===== src/rtl/mema_feed_if.sv =====
// mema_feed_if: handshake/control bundle between mema_feed_ctrl (master) and its requester/memory side (slave)
// Signals: start, row_valid, row_ready, mem_wren, mem_arow, mem_en, feed_idx, busy, done
// Optional: feed_stall exists only when MEMA_FEED_STALL_EN is defined
interface mema_feed_if #(
    parameter int DIM         = 8,
    parameter int FEED_CYCLES = 3*DIM-2,
    parameter int CNT_W       = $clog2(FEED_CYCLES+1)
);
    logic             start;
    logic             row_valid;
    logic             row_ready;
    logic             mem_wren;
    logic [$clog2(DIM)-1:0] mem_arow;
    logic             mem_en;
    logic [CNT_W-1:0] feed_idx;
    logic             busy;
    logic             done;
`ifdef MEMA_FEED_STALL_EN
    logic             feed_stall;
    modport master (input start, row_valid, feed_stall,
                    output row_ready, mem_wren, mem_arow, mem_en, feed_idx, busy, done);
    modport slave  (output start, row_valid, feed_stall,
                    input row_ready, mem_wren, mem_arow, mem_en, feed_idx, busy, done);
`else
    modport master (input start, row_valid,
                    output row_ready, mem_wren, mem_arow, mem_en, feed_idx, busy, done);
    modport slave  (output start, row_valid,
                    input row_ready, mem_wren, mem_arow, mem_en, feed_idx, busy, done);
`endif
endinterface


===== src/rtl/mema_feed_ctrl.sv =====
// mema_feed_ctrl: LOAD/FEED sequencer for the A-operand skew memory of the systolic array
// Ports: clk, rst (sync, active-high); bus (mema_feed_if.master):
//   start/row_valid in; row_ready, mem_wren (combinational); mem_arow, mem_en, feed_idx, busy, done (registered)
// Optional: define MEMA_FEED_STALL_EN to add feed_stall, which pauses FEED without losing mem_en cycles
module mema_feed_ctrl #(
    parameter int DIM         = 8,
    parameter int FEED_CYCLES = 3*DIM-2,
    parameter int CNT_W       = $clog2(FEED_CYCLES+1)
) (
    input logic        clk,
    input logic        rst,
    mema_feed_if.master bus
);
    localparam int AW = $clog2(DIM);
    localparam logic [1:0] IDLE = 2'd0, LOAD = 2'd1, FEED = 2'd2, DONE = 2'd3;
    logic [1:0]       state, state_n;
    logic [AW-1:0]    row, row_n;
    logic [CNT_W-1:0] feed, feed_n;
    logic             en_q, stall;
`ifdef MEMA_FEED_STALL_EN
    assign stall = bus.feed_stall & (state == FEED);
`else
    assign stall = 1'b0;
`endif
    assign bus.row_ready = state == LOAD;
    assign bus.mem_wren  = bus.row_valid & bus.row_ready;
    assign bus.mem_en    = en_q & ~stall;
    // Both counters are cleared on leaving their phase, so they read 0 elsewhere
    assign bus.mem_arow  = row;
    assign bus.feed_idx  = feed;
    always_comb begin
        state_n = state;
        row_n   = row;
        feed_n  = feed;
        case (state)
            IDLE: if (bus.start) begin
                state_n = LOAD;
                row_n   = '0;
            end
            LOAD: if (bus.mem_wren) begin
                state_n = row == AW'(DIM-1) ? FEED : LOAD;
                row_n   = row == AW'(DIM-1) ? '0 : row + 1'b1;
            end
            FEED: if (!stall) begin
                state_n = feed == CNT_W'(FEED_CYCLES-1) ? DONE : FEED;
                feed_n  = feed == CNT_W'(FEED_CYCLES-1) ? '0 : feed + 1'b1;
            end
            default: state_n = IDLE;
        endcase
    end
    always_ff @(posedge clk) begin
        if (rst) begin
            state    <= IDLE;
            row      <= '0;
            feed     <= '0;
            en_q     <= 1'b0;
            bus.busy <= 1'b0;
            bus.done <= 1'b0;
        end else begin
            state    <= state_n;
            row      <= row_n;
            feed     <= feed_n;
            en_q     <= state_n == FEED;
            bus.busy <= state_n == LOAD || state_n == FEED;
            bus.done <= state_n == DONE;
        end
    end
endmodule


===== src/flat_wrapper.sv =====
// flat-port wrapper written by rule: the top's interface ports become plain ports
module mema_feed_ctrl_flat 
#(
    parameter int DIM         = 8,
    parameter int FEED_CYCLES = 3*DIM-2,
    parameter int CNT_W       = $clog2(FEED_CYCLES+1)
)
  (clk, rst, bus_start, bus_row_valid, bus_row_ready, bus_mem_wren, bus_mem_arow, bus_mem_en, bus_feed_idx, bus_busy, bus_done);
  mema_feed_if #(.DIM(DIM), .FEED_CYCLES(FEED_CYCLES), .CNT_W(CNT_W)) bus_i ();
  input logic clk;
  input logic rst;
  input wire logic [$bits(bus_i.start)-1:0] bus_start;
  input wire logic [$bits(bus_i.row_valid)-1:0] bus_row_valid;
  output wire logic [$bits(bus_i.row_ready)-1:0] bus_row_ready;
  output wire logic [$bits(bus_i.mem_wren)-1:0] bus_mem_wren;
  output wire logic [$bits(bus_i.mem_arow)-1:0] bus_mem_arow;
  output wire logic [$bits(bus_i.mem_en)-1:0] bus_mem_en;
  output wire logic [$bits(bus_i.feed_idx)-1:0] bus_feed_idx;
  output wire logic [$bits(bus_i.busy)-1:0] bus_busy;
  output wire logic [$bits(bus_i.done)-1:0] bus_done;
  assign bus_i.start = bus_start;
  assign bus_i.row_valid = bus_row_valid;
  assign bus_row_ready = bus_i.row_ready;
  assign bus_mem_wren = bus_i.mem_wren;
  assign bus_mem_arow = bus_i.mem_arow;
  assign bus_mem_en = bus_i.mem_en;
  assign bus_feed_idx = bus_i.feed_idx;
  assign bus_busy = bus_i.busy;
  assign bus_done = bus_i.done;
  mema_feed_ctrl #(.DIM(DIM), .FEED_CYCLES(FEED_CYCLES), .CNT_W(CNT_W)) u_core (.clk(clk), .rst(rst), .bus(bus_i));
endmodule

===== config.mk =====
export PLATFORM = sky130hd
export DESIGN_NAME = mema_feed_ctrl_flat
export DESIGN_NICKNAME = d
export VERILOG_FILES = /design/src/rtl/mema_feed_if.sv /design/src/rtl/mema_feed_ctrl.sv /design/src/flat_wrapper.sv
export SDC_FILE = /design/constraint.sdc
export NUM_CORES = 1
export LEC_CHECK = 0
export BUFFER_PORTS_ARGS = -buffer_cell sky130_fd_sc_hd__buf_2
export CAP_MARGIN = 0
export CORE_AREA = 2 2 39 41
export CTS_CLUSTER_SIZE = 8
export DETAILED_ROUTE_END_ITERATION = 7
export DIE_AREA = 0 0 41 43
export GPL_ROUTABILITY_DRIVEN = 0
export PLACE_DENSITY = 0.75
export SLEW_MARGIN = 5
export SYNTH_ARGS = -nofsm -noshare
export SYNTH_HDL_FRONTEND = slang
export SYNTH_SLANG_ARGS = --single-unit

===== constraint.sdc =====
create_clock -name clk -period 2.7 [get_ports clk]
set_clock_uncertainty 0.05 [all_clocks]
set_input_delay 0.135 -clock clk [delete_from_list [all_inputs] [get_ports clk]]
set_output_delay 0.135 -clock clk [all_outputs]
set_load 0.005 [all_outputs]

# Word level (Yosys, flattened, before mapping)
# Index checks and enable logic that the tools add are counted.
dict set report totals {
  register_bits 13
  input_bits 4
  out_inout_bits 13
  elab_cells 32
}
dict set report op_classes {
  add_sub_neg 2
  eq_ne 9
  n_mux 10
  bitwise 1
  reduce_logical 4
}
# op count
set op_table {}
lappend op_table {{$mux 3} 3}
lappend op_table {{$eq 2x2->1 const B} 3}
lappend op_table {{$mux 2} 3}
lappend op_table {{$pmux 2 s3} 1}
lappend op_table {{$pmux 3 s2} 1}
lappend op_table {{$add 5x1->5 const B} 1}
lappend op_table {{$eq 5x5->1 const B} 1}
lappend op_table {{$mux 5} 1}
lappend op_table {{$eq 2x1->1 const B} 2}
lappend op_table {{$ne 2x2->1 const B} 2}
lappend op_table {{$add 3x1->3 const B} 1}
lappend op_table {{$eq 3x3->1 const B} 1}
lappend op_table {{$reduce_and 3->1} 1}
lappend op_table {{$logic_not 2->1} 1}
lappend op_table {{$reduce_bool 2->1} 1}
lappend op_table {{$and 1x1->1} 1}
lappend op_table {{$logic_or 1x1->1} 1}
lappend op_table {{$mux 1} 1}

# Logic depth before layout (Yosys ltp)
dict set report logic_depth {
  word_depth 6
  ltp_mapped 7
  mapped_depth_nobuf 7
}

# Worst setup path before layout
# No wires, ideal clock.
dict set report synth_timing {
  kind {reg2reg}
  startpoint {reg u_core.row[0], in the netlist u_core.bus.mem_arow[0]}
  endpoint {reg u_core.bus.busy}
  setup_ns 0.064
  t_arrival_ns 1.620
  required_ns 2.586
  slack_ns 0.966
  stages_incl_launch_ff 7
  n_path_buf 0
  period_less_slack_ns 1.734
  cell_sequence {dfxtp_1 -> ha_1 -> ha_1 -> and3_1 -> o32a_2 -> ha_1 -> nor2_1}
}
dict set report synth_between {
  elab_chain_cells 6
  word_cells_on_any_way 7
  cone_classes {eq/ne: 3; mux: 3; reduce/logical: 1}
}
# element line_no
set synth_lines {}
lappend synth_lines {{from (decl)} mema_feed_ctrl.sv:17} ;# logic [AW-1:0] row, row_n;
lappend synth_lines {{from (signal assigned)} mema_feed_ctrl.sv:61} ;# row <= row_n;
lappend synth_lines {{$eq 3x3->1 (*)} mema_feed_ctrl.sv:41} ;# state_n = row == AW'(DIM-1) ? FEED : LOAD;
lappend synth_lines {{$mux 2 (*)} mema_feed_ctrl.sv:41}
lappend synth_lines {{$mux 2 (*)} mema_feed_ctrl.sv:40} ;# LOAD: if (bus.mem_wren) begin
lappend synth_lines {{$pmux 2 s3 (*)} mema_feed_ctrl.sv:35} ;# case (state)
lappend synth_lines {{$eq 2x1->1 or $eq 2x2->1 (tied branches)} mema_feed_ctrl.sv:64} ;# bus.busy <= state_n == LOAD || state_n == FEED;
lappend synth_lines {{$logic_or 1x1->1 (*)} mema_feed_ctrl.sv:64}
lappend synth_lines {{to (signal assigned)} mema_feed_ctrl.sv:57} ;# bus.busy <= 1'b0;
lappend synth_lines {{to (signal assigned)} mema_feed_ctrl.sv:64}
lappend synth_lines {{to (decl)} mema_feed_if.sv:26} ;# output row_ready, mem_wren, mem_arow, mem_en, feed_idx, busy, done);
# Mark *: on every way between the ends. The rest lies on a longest branch, timed or not.
# A chain may end at the register's enable or synchronous reset.

# Worst setup path after layout
# Same ends and word-level chain as after synthesis.

==> impl_metrics.tcl <==
set metrics [dict create \
    cts_hold_buf 0 \
    grt_usage 0.170 \
    cts_sinks 13 \
    worstPathArrival_ps 1980 \
    synth_area_per_cell_um2 10.0 \
    path_clk_slew_ps 80 \
    grt_pass1_vias 457 \
    r2r_cells 6 \
    num_antenna_cells 0 \
    total_leakage_power_nw 0.415 \
    wl_um 1160 \
    avgRoutedWirePerCell_um 11.6 \
    fmax_ghz 0.553 \
    hold_viol_final 0 \
    syn_area_um2 662 \
    period_share 0.669 \
    die_area_mm2 0.00176 \
    hold-path-cell-count 2 \
    start_kind "flop" \
    max_stage_delay_ps 380 \
    clk_latency_ps 280 \
    finalCriticalPeriod_ps 1810 \
    antenna_found_initial 0 \
    initialDrtViolationCount 9 \
    power_switching_uw 83.6 \
    fp.dieH_um 43 \
    ys.warnings.count 0 \
    drive_gt1_frac 0.298 \
    crit_path_end "u_core.bus.busy$_SDFF_PP0_" \
    startpoint "u_core.bus.mem_arow[0]$_SDFFE_PP0P_" \
    pwr-share-clk 0.357 \
    utilization 0.553 \
    hp-class "input port to flop" \
    synth_cell_types 28 \
    p_sw_frac 0.240 \
    netlist_instances 66 \
    htreeDepth 1 \
    vdd.ir_drop.worst_mv 0.322 \
    crit_path_end_kind "flop" \
    vias 513 \
    crit_buf_inv 0 \
    drtPass1Iterations 4 \
    combPwrFrac 0.071 \
    synthTopCellsByArea "dfxtp_1, ha_1, nand3b_4" \
    cts-root-buf "clkbuf_4" \
    worst-r2r-setup-slack_ps 890 \
    crit_slowest_cell "o32a_2" \
    path_cells "ha_1 -> ha_1 -> and3_1 -> o32a_2 -> ha_1 -> nor2_1" \
    path_max_fanout 4 \
    ant_nets 0 \
    outcome "complete, no violations" \
    internal-power_uw 264 \
    place_ws_ps 909 \
    syn-num-nets 76 \
    synth_seq_cells 13 \
    grt_start_max_net_pins 13 \
    syn_to_final_growth_pct 15.7 \
    post_cts_buffers 0 \
    core_area_mm2 0.00138 \
    yosys.area.top_type_share 0.393 \
    whs_ps 62.4 \
    tritoncts "yes" \
    hpwl_um 877 \
    cts_buffers 3 \
    p_per_area_mw_per_mm2 454 \
    fin_nets 95 \
    regToRegEndpoint "u_core.bus.busy$_SDFF_PP0_" \
    drv_cap 0 \
    yosysTopAreaCell "dfxtp_1" \
    p_seq_frac 0.572 \
    drc 0 \
    cts_resized 0 \
    finalMaxSlewViolations 0 \
    numPortBuffers 16 \
    finalSetupViolations 0 \
    worstPathRequired_ps 2870 \
    pin_count 17 \
    relSlewSlack 0.680 \
    worst_pin_slew_ps 475 \
    cpLargestDelayFamily "adder cells" \
    rows 14 \
    grt_pass1_wl_um 1950 \
    floorplan.initialDensity 0.478 \
    rsz0062_at_grt "no" \
    worst-path-stages 6 \
    fin_ws_ps 892 \
    reg2reg_from "u_core.bus.mem_arow[0]$_SDFFE_PP0P_" \
    clockBufferDepth 2 \
    tns_ps 0 \
    worstSetupPathType "flop to flop" \
    viasPerCell 5.13 \
    yosysSeqAreaShare 0.393 \
    crit_top_cell "ha_1" \
    overflow 0 \
    die_x_um 41 \
]
[registers in the layout, summed over array words and instances (netlist names)]
register	flops
u_core.bus.busy	1
u_core.bus.feed_idx	5
u_core.bus.mem_en	1
u_core.state	2
u_core.bus.done	1
u_core.bus.mem_arow	3
[worst reg2reg max path, delay by kind of cell, from the launching register on]
kind,cells,cell delay [ps]
fa+ha+maj,3,710
compound gates,1,380
flops,1,340
simple gates,2,270
[routing by layer]
metal	global-route usage	up-vias	part of all wire
met1	0.213	222	0.48
met2	0.238	16	0.43
met4	0.140	0	0.034
li1	-	270	-
met5	0	-	0
met3	0.0314	5	0.052
[how the worst min path moves through the flow]
stage | to | start
6_report | u_core.bus.busy$_SDFF_PP0_ | rst
5_1_grt | u_core.bus.mem_en$_SDFF_PP0_ | rst
4_1_cts | u_core.bus.busy$_SDFF_PP0_ | rst
3_5_place_dp | u_core.bus.busy$_SDFF_PP0_ | rst
3_3_place_gp | u_core.bus.busy$_SDFF_PP0_ | rst
2_1_floorplan | u_core.bus.busy$_SDFF_PP0_ | rst
[power by group through the flow]
stage               sequential, mW  clock, mW  combinational, mW
floorplan                    0.201          0             0.0179
global placement             0.203          0             0.0246
detailed placement           0.203          0             0.0248
CTS                          0.199      0.131             0.0248
global route                 0.200      0.132             0.0281
finish                       0.199      0.124             0.0246
[cells in the final DEF, fill, tap and decap left out, types with 2 or more instances in the layout]
cell type,netlist,final
ha_1,6,6
nor2_1,7,7
nor2b_1,2,2
buf_2,0,16
inv_1,3,3
and2_1,2,2
nand2_1,3,3
dfxtp_1,13,13
nand3b_4,2,2
o211ai_1,2,2
clkbuf_4,0,3
a21oi_1,3,3
o31ai_1,2,2
o21ai_0,4,4
[per-stage QoR]
stage,cell area [um^2],power [mW],instances
global route,766,0.360,100
floorplan,662,0.219,66
finish,766,0.348,100
detailed placement,739,0.228,96
global placement,739,0.228,96
CTS,766,0.355,100
[final cells by class]
type                       count  area (um^2)
fill                         130          618
multi-input combinational     48          368
sequential                    13          260
timing repair buffer          16         80.1
clock buffer                   4         26.3
tap                           16         20.0
inverter                       3         11.3
[synthesized netlist by cell type, drive strengths merged]
| cell type | number |
|---|---|
| dfxtp | 13 |
| nand3b | 3 |
| nand4b | 1 |
| or3 | 1 |
| nand3 | 1 |
| nor2b | 3 |
| a21oi | 3 |
| and3 | 1 |
| o21ai | 4 |
| o31ai | 2 |
| o211ai | 2 |
| nor2 | 7 |
| mux2i | 1 |
| and2 | 2 |
| ha | 6 |
| nand2 | 3 |
| nor3b | 1 |
| buf | 2 |
| o32a | 1 |
| and2b | 1 |
| xnor2 | 1 |
| a211oi | 1 |
| a2111o | 1 |
| xor2 | 1 |
| a31o | 1 |
| inv | 3 |
[logic make-up (layout without fill, tap and decap cells)]
logic type,Yosys count,in the layout,share of synthesized area
AND/OR/NAND/NOR,24,24,0.244
AO/OA/AOI/OAI,15,15,0.157
flip-flops,13,13,0.393
adder cells (fa/ha/maj),6,6,0.113
buffers and inverters,5,23,0.0510
XOR/XNOR,2,2,0.0265
multiplexers,1,1,0.0151
No activity file was read; power rests on OpenSTA's default activity.
